===== config.mk =====
export PLATFORM = sky130hd
export DESIGN_NAME = font_writer8x8
export DESIGN_NICKNAME = d
export VERILOG_FILES = /design/src/rtl/font_writer8x8_pkg.sv /design/src/rtl/font_writer8x8.sv
export SDC_FILE = /design/constraint.sdc
export NUM_CORES = 1
export LEC_CHECK = 0
export CAP_MARGIN = 10
export CELL_PAD_IN_SITES_DETAIL_PLACEMENT = 0
export CELL_PAD_IN_SITES_GLOBAL_PLACEMENT = 2
export CORE_MARGIN = 10
export CORE_UTILIZATION = 36
export CTS_BUF_LIST = sky130_fd_sc_hd__clkbuf_8
export DETAILED_ROUTE_END_ITERATION = 10
export PLACE_DENSITY = 0.78
export SETUP_SLACK_MARGIN = 0.15
export SLEW_MARGIN = 20
export SYNTH_ARGS = -nofsm -noshare
export SYNTH_HDL_FRONTEND = slang
export SYNTH_SLANG_ARGS = --single-unit

===== constraint.sdc =====
create_clock -name i_clk -period 3.5 [get_ports i_clk]
set_input_delay 0.525 -clock i_clk [delete_from_list [all_inputs] [get_ports i_clk]]
set_output_delay 0.525 -clock i_clk [all_outputs]
set_load 0.03 [all_outputs]

===== src/rtl/font_writer8x8_pkg.sv =====
// Shared constants, state encoding and address helper for the 8x8 glyph store.
package font_writer8x8_pkg;

    localparam int unsigned GLYPH_COLS    = 8;
    localparam int unsigned GLYPH_ROWS    = 8;
    localparam int unsigned GLYPH_CHARS   = 256;
    localparam int unsigned GLYPH_ENTRIES = 16384;
    localparam int unsigned ALPHA_W       = 3;

    localparam int unsigned CHAR_W = $clog2(GLYPH_CHARS);
    localparam int unsigned ROW_W  = $clog2(GLYPH_ROWS);
    localparam int unsigned COL_W  = $clog2(GLYPH_COLS);
    localparam int unsigned ADDR_W = $clog2(GLYPH_ENTRIES);

    typedef enum logic [1:0] {
        IDLE  = 2'd0,
        ROW   = 2'd1,
        CLEAR = 2'd2
    } state_e;

    // Glyph RAM address layout: {char, row, column}.
    function automatic logic [ADDR_W-1:0] glyph_addr(
        input logic [CHAR_W-1:0] ch,
        input logic [ROW_W-1:0]  row,
        input logic [COL_W-1:0]  col
    );
        return {ch, row, col};
    endfunction

endpackage


===== src/rtl/font_writer8x8.sv =====
// font_writer8x8: serialises host glyph-row writes (and a bulk clear) onto the
// single-entry write port of the 8x8 glyph store.
//   i_clk, i_rst_n          : clock, async active-low reset
//   i_valid / o_ready       : row-write / clear handshake
//   i_char, i_row, i_data   : row payload, column c alpha in i_data[3c+2:3c]
//   i_clear                 : bulk clear request, wins over i_valid
//   i_mono                  : (FONT_WRITER_MONO_EN only) 1 bit/pixel row in i_data[7:0]
//   o_we, o_addr, o_wdata   : glyph RAM write port
//   o_busy, o_done          : operation in progress / one-cycle completion pulse
// Optional feature macro: FONT_WRITER_MONO_EN.
module font_writer8x8
    import font_writer8x8_pkg::*;
#(
    parameter int unsigned       ALPHA_W     = font_writer8x8_pkg::ALPHA_W,
    parameter logic [ALPHA_W-1:0] CLEAR_VALUE = '0
) (
    input  logic                          i_clk,
    input  logic                          i_rst_n,
    input  logic                          i_valid,
    output logic                          o_ready,
    input  logic [CHAR_W-1:0]             i_char,
    input  logic [ROW_W-1:0]              i_row,
    input  logic [GLYPH_COLS*ALPHA_W-1:0] i_data,
    input  logic                          i_clear,
`ifdef FONT_WRITER_MONO_EN
    input  logic                          i_mono,
`endif
    output logic                          o_we,
    output logic [ADDR_W-1:0]             o_addr,
    output logic [ALPHA_W-1:0]            o_wdata,
    output logic                          o_busy,
    output logic                          o_done
);

    localparam int unsigned DATA_W = GLYPH_COLS * ALPHA_W;
    localparam logic [COL_W-1:0]  LAST_COL  = COL_W'(GLYPH_COLS - 1);
    localparam logic [ADDR_W-1:0] LAST_ADDR = ADDR_W'(GLYPH_ENTRIES - 1);

    state_e              state_q, state_d;
    logic [ADDR_W-1:0]   cnt_q, cnt_d;
    logic [CHAR_W-1:0]   char_q, char_d;
    logic [ROW_W-1:0]    row_q, row_d;
    logic [DATA_W-1:0]   data_q, data_d;
`ifdef FONT_WRITER_MONO_EN
    logic                mono_q, mono_d;
`endif

    logic                we_d, ready_d, busy_d, done_d;
    logic [ADDR_W-1:0]   addr_d;
    logic [ALPHA_W-1:0]  wdata_d;
    logic [COL_W-1:0]    col;

    // State, counter and latched row payload.
    always_ff @(posedge i_clk or negedge i_rst_n) begin
        if (!i_rst_n) begin
            state_q <= IDLE;
            cnt_q   <= '0;
            char_q  <= '0;
            row_q   <= '0;
            data_q  <= '0;
`ifdef FONT_WRITER_MONO_EN
            mono_q  <= 1'b0;
`endif
        end else begin
            state_q <= state_d;
            cnt_q   <= cnt_d;
            char_q  <= char_d;
            row_q   <= row_d;
            data_q  <= data_d;
`ifdef FONT_WRITER_MONO_EN
            mono_q  <= mono_d;
`endif
        end
    end

    // Next state; the counter low bits double as the column index in ROW.
    always_comb begin
        state_d = state_q;
        cnt_d   = cnt_q;
        char_d  = char_q;
        row_d   = row_q;
        data_d  = data_q;
`ifdef FONT_WRITER_MONO_EN
        mono_d  = mono_q;
`endif
        unique case (state_q)
            IDLE: begin
                if (i_clear) begin
                    state_d = CLEAR;
                    cnt_d   = '0;
                end else if (i_valid) begin
                    state_d = ROW;
                    cnt_d   = '0;
                    char_d  = i_char;
                    row_d   = i_row;
                    data_d  = i_data;
`ifdef FONT_WRITER_MONO_EN
                    mono_d  = i_mono;
`endif
                end
            end
            ROW: begin
                if (cnt_q[COL_W-1:0] == LAST_COL) begin
                    state_d = IDLE;
                    cnt_d   = '0;
                end else begin
                    cnt_d = cnt_q + ADDR_W'(1);
                end
            end
            CLEAR: begin
                if (cnt_q == LAST_ADDR) begin
                    state_d = IDLE;
                    cnt_d   = '0;
                end else begin
                    cnt_d = cnt_q + ADDR_W'(1);
                end
            end
            default: begin
                state_d = IDLE;
                cnt_d   = '0;
            end
        endcase
    end

    // Output values for the next cycle, derived from the next state.
    always_comb begin
        col     = cnt_d[COL_W-1:0];
        we_d    = (state_d != IDLE);
        ready_d = (state_d == IDLE);
        busy_d  = (state_d != IDLE);
        done_d  = (state_q != IDLE) && (state_d == IDLE);
        addr_d  = '0;
        wdata_d = '0;
        unique case (state_d)
            ROW: begin
                addr_d  = glyph_addr(char_d, row_d, col);
                wdata_d = data_d[int'(col)*ALPHA_W +: ALPHA_W];
`ifdef FONT_WRITER_MONO_EN
                // Mono rows: MSB of i_data[7:0] is the leftmost column.
                if (mono_d) begin
                    wdata_d = {ALPHA_W{data_d[LAST_COL - col]}};
                end
`endif
            end
            CLEAR: begin
                addr_d  = cnt_d;
                wdata_d = CLEAR_VALUE;
            end
            default: begin
                addr_d  = '0;
                wdata_d = '0;
            end
        endcase
    end

    // Output registers.
    always_ff @(posedge i_clk or negedge i_rst_n) begin
        if (!i_rst_n) begin
            o_ready <= 1'b1;
            o_we    <= 1'b0;
            o_addr  <= '0;
            o_wdata <= '0;
            o_busy  <= 1'b0;
            o_done  <= 1'b0;
        end else begin
            o_ready <= ready_d;
            o_we    <= we_d;
            o_addr  <= addr_d;
            o_wdata <= wdata_d;
            o_busy  <= busy_d;
            o_done  <= done_d;
        end
    end

endmodule


Word-level counts from Yosys, hierarchy flattened
Cells that the tools add are included.
Storage, ports and cells
  bits in registers: 71
  bits in latches: 0
  memory bits (writable): 0
  bits in read-only memories: 0
  input bits: 39
  word-level logic and storage cells: 45
  memories kept: 0
Cells by class
  add/sub/neg operators: 1
  multiply operators: 1
  divide/modulo/power cells: 0
  $lt $le $gt $ge: 0
  eq/ne operators: 6
  shift-type cells: 1
  mux-type cells: 21
  bitwise operators: 0
  reductions and logical operators: 5
Operator list (number)
  24-bit two-way mux: 3
  14-bit two-way mux: 4
  14-bit case mux with 3 select lines: 1
  14-bit case mux with 2 select lines: 1
  8-bit two-way mux: 3
  24-bit by 6-bit indexed part select with 3-bit output: 1
  14-bit by 1-bit adder with 14-bit output (second input constant): 1
  14-bit == test (second input constant): 1
  3-bit two-way mux: 4
  2-bit two-way mux: 4
  2-bit case mux with 3 select lines: 1
  3-bit by 2-bit multiplier with 5-bit output (second input constant): 1
  2-bit by 1-bit == test with 1-bit output (second input constant): 2
  2-bit == test (second input constant): 2
  2-bit zero test: 2
  2-bit nonzero test: 2
  3-bit == test (second input constant): 1
  1-bit logical AND: 1

Logic depth before layout (Yosys ltp)
Gate-level depths: netlist (run 1).
  depth after elaboration: 6
  mapped depth: 12

Worst setup path after synthesis (run 1)
OpenSTA, ideal clock, no wires.
  path type: flip-flop to flip-flop
  start: register cnt_q[0]
  end: register o_addr[12]
  arrival: 2.453 ns
  data required time: 3.378 ns
  setup slack: 0.925 ns
  cell stages (with the launch flop): 10
  buffers on the path: 1
  clock period less this slack: 2.575 ns
  cells stage by stage: dfrtp_1 -> ha_1 -> nand3_1 -> or4_4 -> mux2i_1 -> or2_2 -> ha_1 -> and2_1 -> clkbuf_1 -> a32o_1
Between the ends
  cells in the longest elaborated chain, start to end: 5
Ends and longest elaborated chain
  start, declared: line font_writer8x8.sv:40  | logic [ADDR_W-1:0] cnt_q, cnt_d;
  start signal, assigned: line font_writer8x8.sv:66  | cnt_q <= cnt_d;
  parallel branches: the longest is 4 deep, another holds 14-bit by 1-bit adder with 14-bit output
  14-bit case mux with 2 select lines (*): line font_writer8x8.sv:134  | unique case (state_d)
  net addr_d[12]: line font_writer8x8.sv:49  | logic [ADDR_W-1:0] addr_d;
  end signal, assigned: line font_writer8x8.sv:168  | o_addr <= addr_d;
  end, declared: line font_writer8x8.sv:29  | output logic [ADDR_W-1:0] o_addr,
Mark *: on every way through the listed nets, which the timed path passes.

Worst setup path after layout (run 1)
  start: register cnt_q[0]
  end: register o_wdata[2]
Between the ends
  cells in the longest elaborated chain, start to end: 6
Ends and longest elaborated chain
  14-bit by 1-bit adder with 14-bit output (tied with other cells): line font_writer8x8.sv:107, font_writer8x8.sv:115
  14-bit two-way mux (on tied branches): line font_writer8x8.sv:111, font_writer8x8.sv:88, font_writer8x8.sv:103
  14-bit case mux with 3 select lines: line font_writer8x8.sv:86  | unique case (state_q)
  3-bit by 2-bit multiplier with 5-bit output: line font_writer8x8.sv:137  | wdata_d = data_d[int'(col)*ALPHA_W +: ALPHA_W];
  24-bit by 6-bit indexed part select with 3-bit output: line font_writer8x8.sv:137
  3-bit two-way mux (*): line font_writer8x8.sv:134
  net wdata_d[2]: line font_writer8x8.sv:50  | logic [ALPHA_W-1:0] wdata_d;
  end signal, assigned: line font_writer8x8.sv:169  | o_wdata <= wdata_d;
  end, declared: line font_writer8x8.sv:30  | output logic [ALPHA_W-1:0] o_wdata,
Mark *: on every way through the listed nets, which the timed path passes. The rest lies on a longest branch.

==> run metrics, run 1 <==
status finished clean; Final nets between 300 and 400; # rows 34; worst endpoint data arrival time 3.27 ns; YS warnings 0; Post-synth EDFFs 0; worst skew pair latency 0.34 ns; final period utilization 85.4%; vias in the first global route 2425; net count after synthesis 303; Crit path required time 3.78 ns; via/cell ratio 5.08; final core utilization 48.0%; Unique masters post-synth 44; synthesis-to-finish area growth 29.4%; Sink Count 71; Setup crit start kind flop; number of port buffers between 50 and 60; Routed WL per cell between 15 and 20 um; Synth Flop Type dfrtp_1; crit path max fanout 9; H-tree levels 3; clk slew on worst S/H paths 0.08 ns; ranking of synthesized cells by area dfrtp_1, mux2_2, mux2i_1, o21ai_0, ha_1; DIE HEIGHT 115 um; Cell Pwr Density about 670 nW/um^2; crit path time final 2.99 ns; max cap viols 0; worst-margin pin slew 0.981 ns; pin count of the biggest net entering global routing 52; max_slew headroom 34.2%; CP Capture Type flop; Seq cells post-synth 71; layout cells sized above 1 23.3%; GRT Resource Usage Total 11.9%; remaining antenna violation count 0; Synth async-reset ratio 100%; Final Wtd Congestion 0.795; Setup TNS 0 ns; metal3 WL ~500 um; Peak VDD IR around 0.33 mV; I/O pin total 60; Die X-Extent approximately 110 um; post-synthesis sequential area ratio between 50% and 60%; Worst Hold Class input pin to async pin; Initial Util 37.1%; synthesized cell area 3250 sq um; Vias 2229; Die ar. 13200 sq um; total gr overflow 0; Max Slew Vio Count 0; CTS Buffer Depth 2; DP Wirelength 5500 um; kind of critical path flop to flop; routed wl met2 3560 um; Mean Syn Cell Area 12.5 sq um; CTS Buf Count 9; Yosys top cell area share 53.9%; initial antenna violation count 0; CTS tree yes; RSZ-0062 raised after global routing false; first-pass GRT wire length roughly 12000 um; Post-CTS Setup Inserts 0; largest area contributor in the netlist dfrtp_1; clk root buf clkbuf_8; final setup fails 0; DR top layer met4; Post-CTS Resized 0; met1 WL 3490 um; core area 8760 sq um; highest clock rate between 300 and 400 MHz; endpoints failing hold 0; Worst Skew 0.00725 ns; 1st-pass router iterations 4; Hold Buf Count CTS 0; Cells after Synth approximately 260; Initial DRC Count 87; leakage power total 1.83 nW; Residual DRC 0; Post-Route WL 7630 um; ant diodes 0
## worst paths after layout
check                      slack (ns)  startpoint  cells after the start          to
max in group asynchronous        2.66     i_rst_n                      2    cnt_q[7]
setup reg to reg                 0.51    cnt_q[0]                      9  o_wdata[2]
setup / recovery                 0.51    cnt_q[0]                      9  o_wdata[2]
hold reg to reg                  0.50  data_q[11]                      1  data_q[11]
hold / removal                   0.21     i_rst_n                      1  data_q[10]
min in group i_clk               0.50  data_q[11]                      1  data_q[11]
## metal layers
metal / up-vias / GRT usage (%)
met4: 0 / 4.13
li1: 1073 / -
met3: 6 / 4.58
met1: 1091 / 14.4
met2: 59 / 18.8
met5: - / 0
## cell usage in the layout (no fill, tap or decap), types with 6 or more instances in the layout
cell type	synthesis	final
dfrtp_1	70	70
clkdlybuf4s50_1	0	58
mux2_2	38	38
nand2_1	13	13
o21ai_0	13	13
mux2i_1	13	13
nor2_1	10	10
clkbuf_8	0	10
inv_1	9	9
buf_4	3	9
nor2b_1	8	8
nand3_1	7	7
a21oi_1	6	6
a32o_1	6	6
## flip-flops by register name, summed over array words and instances (netlist names)
| register | count |
|---|---|
| char_q | 8 |
| cnt_q | 14 |
| data_q | 24 |
| o_addr | 14 |
| o_busy | 1 |
| o_done | 1 |
| o_ready | 1 |
| o_wdata | 3 |
| row_q | 3 |
| state_q | 2 |
## final cells by class
class	instances	area, sq um
timing repair buffer	68	668
clock buffer	10	138
multi-input combinational	167	1370
sequential	71	1780
clock inverter	6	83.8
inverter	9	33.8
fill	823	4560
tap	108	135
## Yosys cell counts, drive strengths merged, types with 5 or more instances
cell	count
a31oi	7
nand2	13
mux2	38
buf	8
mux2i	13
ha	5
nor2b	8
nand3	7
a21oi	7
inv	9
a32o	6
o21ai	13
nor2	10
dfrtp	70
## stage by stage
stage | worst slack (ns) | hold slack, ns | area [sq um] | total power [mW] | std cells
after floorplan | 0.925 | 0.229 | 3250 | 1.79 | 259
after global placement | 0.633 | 0.476 | 3980 | 2.10 | 423
after detailed placement | 0.562 | 0.484 | 3980 | 2.11 | 423
after CTS | 0.536 | 0.220 | 4200 | 2.85 | 439
after global routing | 0.253 | 0.246 | 4200 | 2.98 | 439
final | 0.510 | 0.208 | 4200 | 2.81 | 439
## cell families after synthesis
kind of cell	share of synthesized area [%]
AO/OA/AOI/OAI	11.3
XOR/XNOR	0.809
adder cells (fa/ha/maj)	1.93
buffers and inverters	3.16
flip-flops	54.7
multiplexers	17.2
AND/OR/NAND/NOR	10.9
## critical path, stage by stage (launching register included)
cell and delay [ns]:
dfrtp_1 0.46, ha_1 0.23, nand3_1 0.21, or4_4 0.66, mux2i_1 0.14, or2_2 0.14
ha_1 0.40, inv_1 0.11, nor3_1 0.34, a221o_1 0.23
## power breakdown
| part | internal [mW] | leakage [nW] | switching (mW) |
|---|---|---|---|
| registers | 1.05 | 0.899 | 0.117 |
| clock network | 0.418 | 0.116 | 0.307 |
| logic | 0.439 | 0.816 | 0.473 |
Note: power is estimated with default switching activity, not from simulation.
==> run 2: changes to the inputs <==
--- a/config.mk
+++ b/config.mk
@@ -9,12 +9,12 @@
 export CELL_PAD_IN_SITES_DETAIL_PLACEMENT = 0
 export CELL_PAD_IN_SITES_GLOBAL_PLACEMENT = 2
 export CORE_MARGIN = 10
-export CORE_UTILIZATION = 36
+export CORE_UTILIZATION = 39
 export CTS_BUF_LIST = sky130_fd_sc_hd__clkbuf_8
 export DETAILED_ROUTE_END_ITERATION = 10
-export PLACE_DENSITY = 0.78
+export PLACE_DENSITY = 0.84
 export SETUP_SLACK_MARGIN = 0.15
-export SLEW_MARGIN = 20
+export SLEW_MARGIN = 5
 export SYNTH_ARGS = -nofsm -noshare
 export SYNTH_HDL_FRONTEND = slang
 export SYNTH_SLANG_ARGS = --single-unit
==> constraint.sdc (replaced) <==
create_clock -name i_clk -period 3.65 [get_ports i_clk]
set_input_delay 0.5475 -clock i_clk [delete_from_list [all_inputs] [get_ports i_clk]]
set_output_delay 0.5475 -clock i_clk [all_outputs]
set_load 0.03 [all_outputs]
==> run 2 against run 1 <==
Net effect: maximum frequency rose by 6.7%; clock power is 12% lower; critical path depth rose by 2; sequential power decreased by 4%; highest routed layer unchanged; critical path type unchanged; combinational power shrank 3.7%; core utilization up 3.0 points; final area shrank 0.92%; hold slack got worse by 0.0078 ns; clock skew grew 0.0034 ns; final cell count decreased by 0.68%.
==> run metrics, run 2 (synthesized netlist as in run 1, its figures left out) <==
Initial Util about two fifths; Peak VDD IR 0.297 mV; Hold Buf Count CTS 0; DIE HEIGHT 111 um; met1 GRT Util 15.9%; final setup fails 0; Die X-Extent 111 um; Max stage delay on crit path 0.67 ns; number of flip-flops in the largest register 24; Worst Hold Class input pin to async pin; r2r endpoint o_addr[11]; pin count of the biggest net entering global routing 44; worst-margin pin slew slightly above 0.7 ns; Setup TNS 0 ns; Final nets 370; endpoints failing hold 0; worst endpoint data arrival time just over 3 ns; cell-by-cell trace of the critical path ha_1 > nand3_1 > or4_4 > mux2i_1 > or2_2 > ha_1 > buf_4 > nand2_1 > nor4_1 > a31oi_1 > o21ai_0; crit path time final 2.80 ns; leakage power total 1.81 nW; clk slew on worst S/H paths approximately 0.080 ns; biggest regs data_q (24), cnt_q (14), o_addr (14); CTS Buf Count 9; RSZ-0062 raised after global routing false; # rows 33; crit path max fanout 8; Sink Count 71; GR peak layer met2; CP Capture Type flop; remaining antenna violation count 0; Top cell by count, worst path ha_1; DP Wirelength 5470 um; met2 usage 18.3%; Die ar. ~12000 sq um; 1st-pass router iterations 4; Initial DRC Count 71; I/O pin total 60; CP top delay family simple AND/OR/NAND/NOR gates; core area 8180 sq um; vias in the first global route 2403; final period utilization 76.7%; Post-Route WL 7260 um; Vias 2214; max cap viols 0; CTS tree yes; register with the most flip-flops data_q; most frequent cells in the layout dfrtp_1, clkdlybuf4s50_1, mux2_2; crit path from cnt_q[0]; critical path's slowest cell or4_4; ant diodes 0; Routed WL per cell around 17 um; Crit path required time 3.88 ns; initial antenna violation count 0; Max Slew Vio Count 0; layout cells sized above 1 a little under a quarter; worst skew pair latency between 0.3 and 0.4 ns; critical path depth in cells 11; Critical path buffers and inverters 1; Final Wtd Congestion approximately 0.79; status finished clean; FILL cells 740; Worst Skew 0.0106 ns; total gr overflow 0; r2r worst-path depth 11; max_slew headroom a little over half; Cell Pwr Density between 600 and 700 nW/um^2; met3 GRT Util 4.65%; kind of critical path flop to flop; Worst Setup EP o_addr[11]; Post-CTS Setup Inserts 0; synthesis-to-finish area growth 28.2%; GRT Resource Usage Total between 10% and 20%; FF-to-FF Start cnt_q[0]; Post-CTS Resized 0; commonest non-fill, non-tap cell in the layout dfrtp_1; Setup crit start kind flop; clk root buf clkbuf_8; CTS Buffer Depth 2; highest clock rate 357 MHz; via/cell ratio 5.08; worst hold slack between 0.2 and 0.25 ns; H-tree levels 3; r2r setup slk ~0.85 ns; first-pass GRT wire length between 10000 and 15000 um; Residual DRC 0; number of port buffers 59
## run 2: cell count changes in the layout (fill, tap and decap cells not counted), sizes merged
cell,delta
inv,+3
clkinv,-2
bufinv,-1
clkbuf,-1
clkinvlp,+1
## run 2: how the worst min path moves through the flow
stage | from | to | slack, ns | depth (start not counted)
floorplan | i_rst_n | char_q[0] | 0.25 | 0
global placement | data_q[11] | data_q[11] | 0.48 | 1
detailed placement | data_q[5] | data_q[5] | 0.49 | 1
CTS | i_rst_n | data_q[21] | 0.22 | 1
global route | i_rst_n | data_q[21] | 0.24 | 1
finish | i_rst_n | data_q[21] | 0.20 | 1
## run 2: final cells by class
class                   count  area (sq um)  share of cell area (%)
flip-flops and latches     71          1780                    42.7
multi-input cells         167          1370                    32.8
clock buffers               9           124                    2.97
repair buffers             68           653                    15.7
well taps                 105           131                    3.15
clock inverters             7          77.6                    1.86
inverters                   9          33.8                   0.811
## run 2: worst reg2reg max path, stage by stage, from the launching register on
cell and delay [ns]:
dfrtp_1 0.44, ha_1 0.22, nand3_1 0.22, or4_4 0.67
mux2i_1 0.15, or2_2 0.15, ha_1 0.29, buf_4 0.19
nand2_1 0.08, nor4_1 0.05, a31oi_1 0.13, o21ai_0 0.10
## run 2: metal layers
layer	wire length, um	vias to the layer above
met2	3400	46
met1	3400	1094
met3	395	6
li1	-	1068
met4	63	0
met5	0	-
## run 2: metrics by stage
stage	util (%)	setup slack, ns	power [mW]	area (sq um)	std cells
2_1_floorplan	-	1.08	1.71	3250	259
3_3_place_gp	48.5	0.812	2.02	3960	420
3_5_place_dp	48.5	0.793	2.03	3960	420
4_1_cts	50.9	0.862	2.68	4170	436
5_1_grt	50.9	0.605	2.82	4170	436
6_report	50.9	0.849	2.64	4170	436
## run 2: power by group
part           internal, mW  switching [mW]
combinational         0.418           0.460
clock                 0.322           0.313
sequential             1.01           0.115
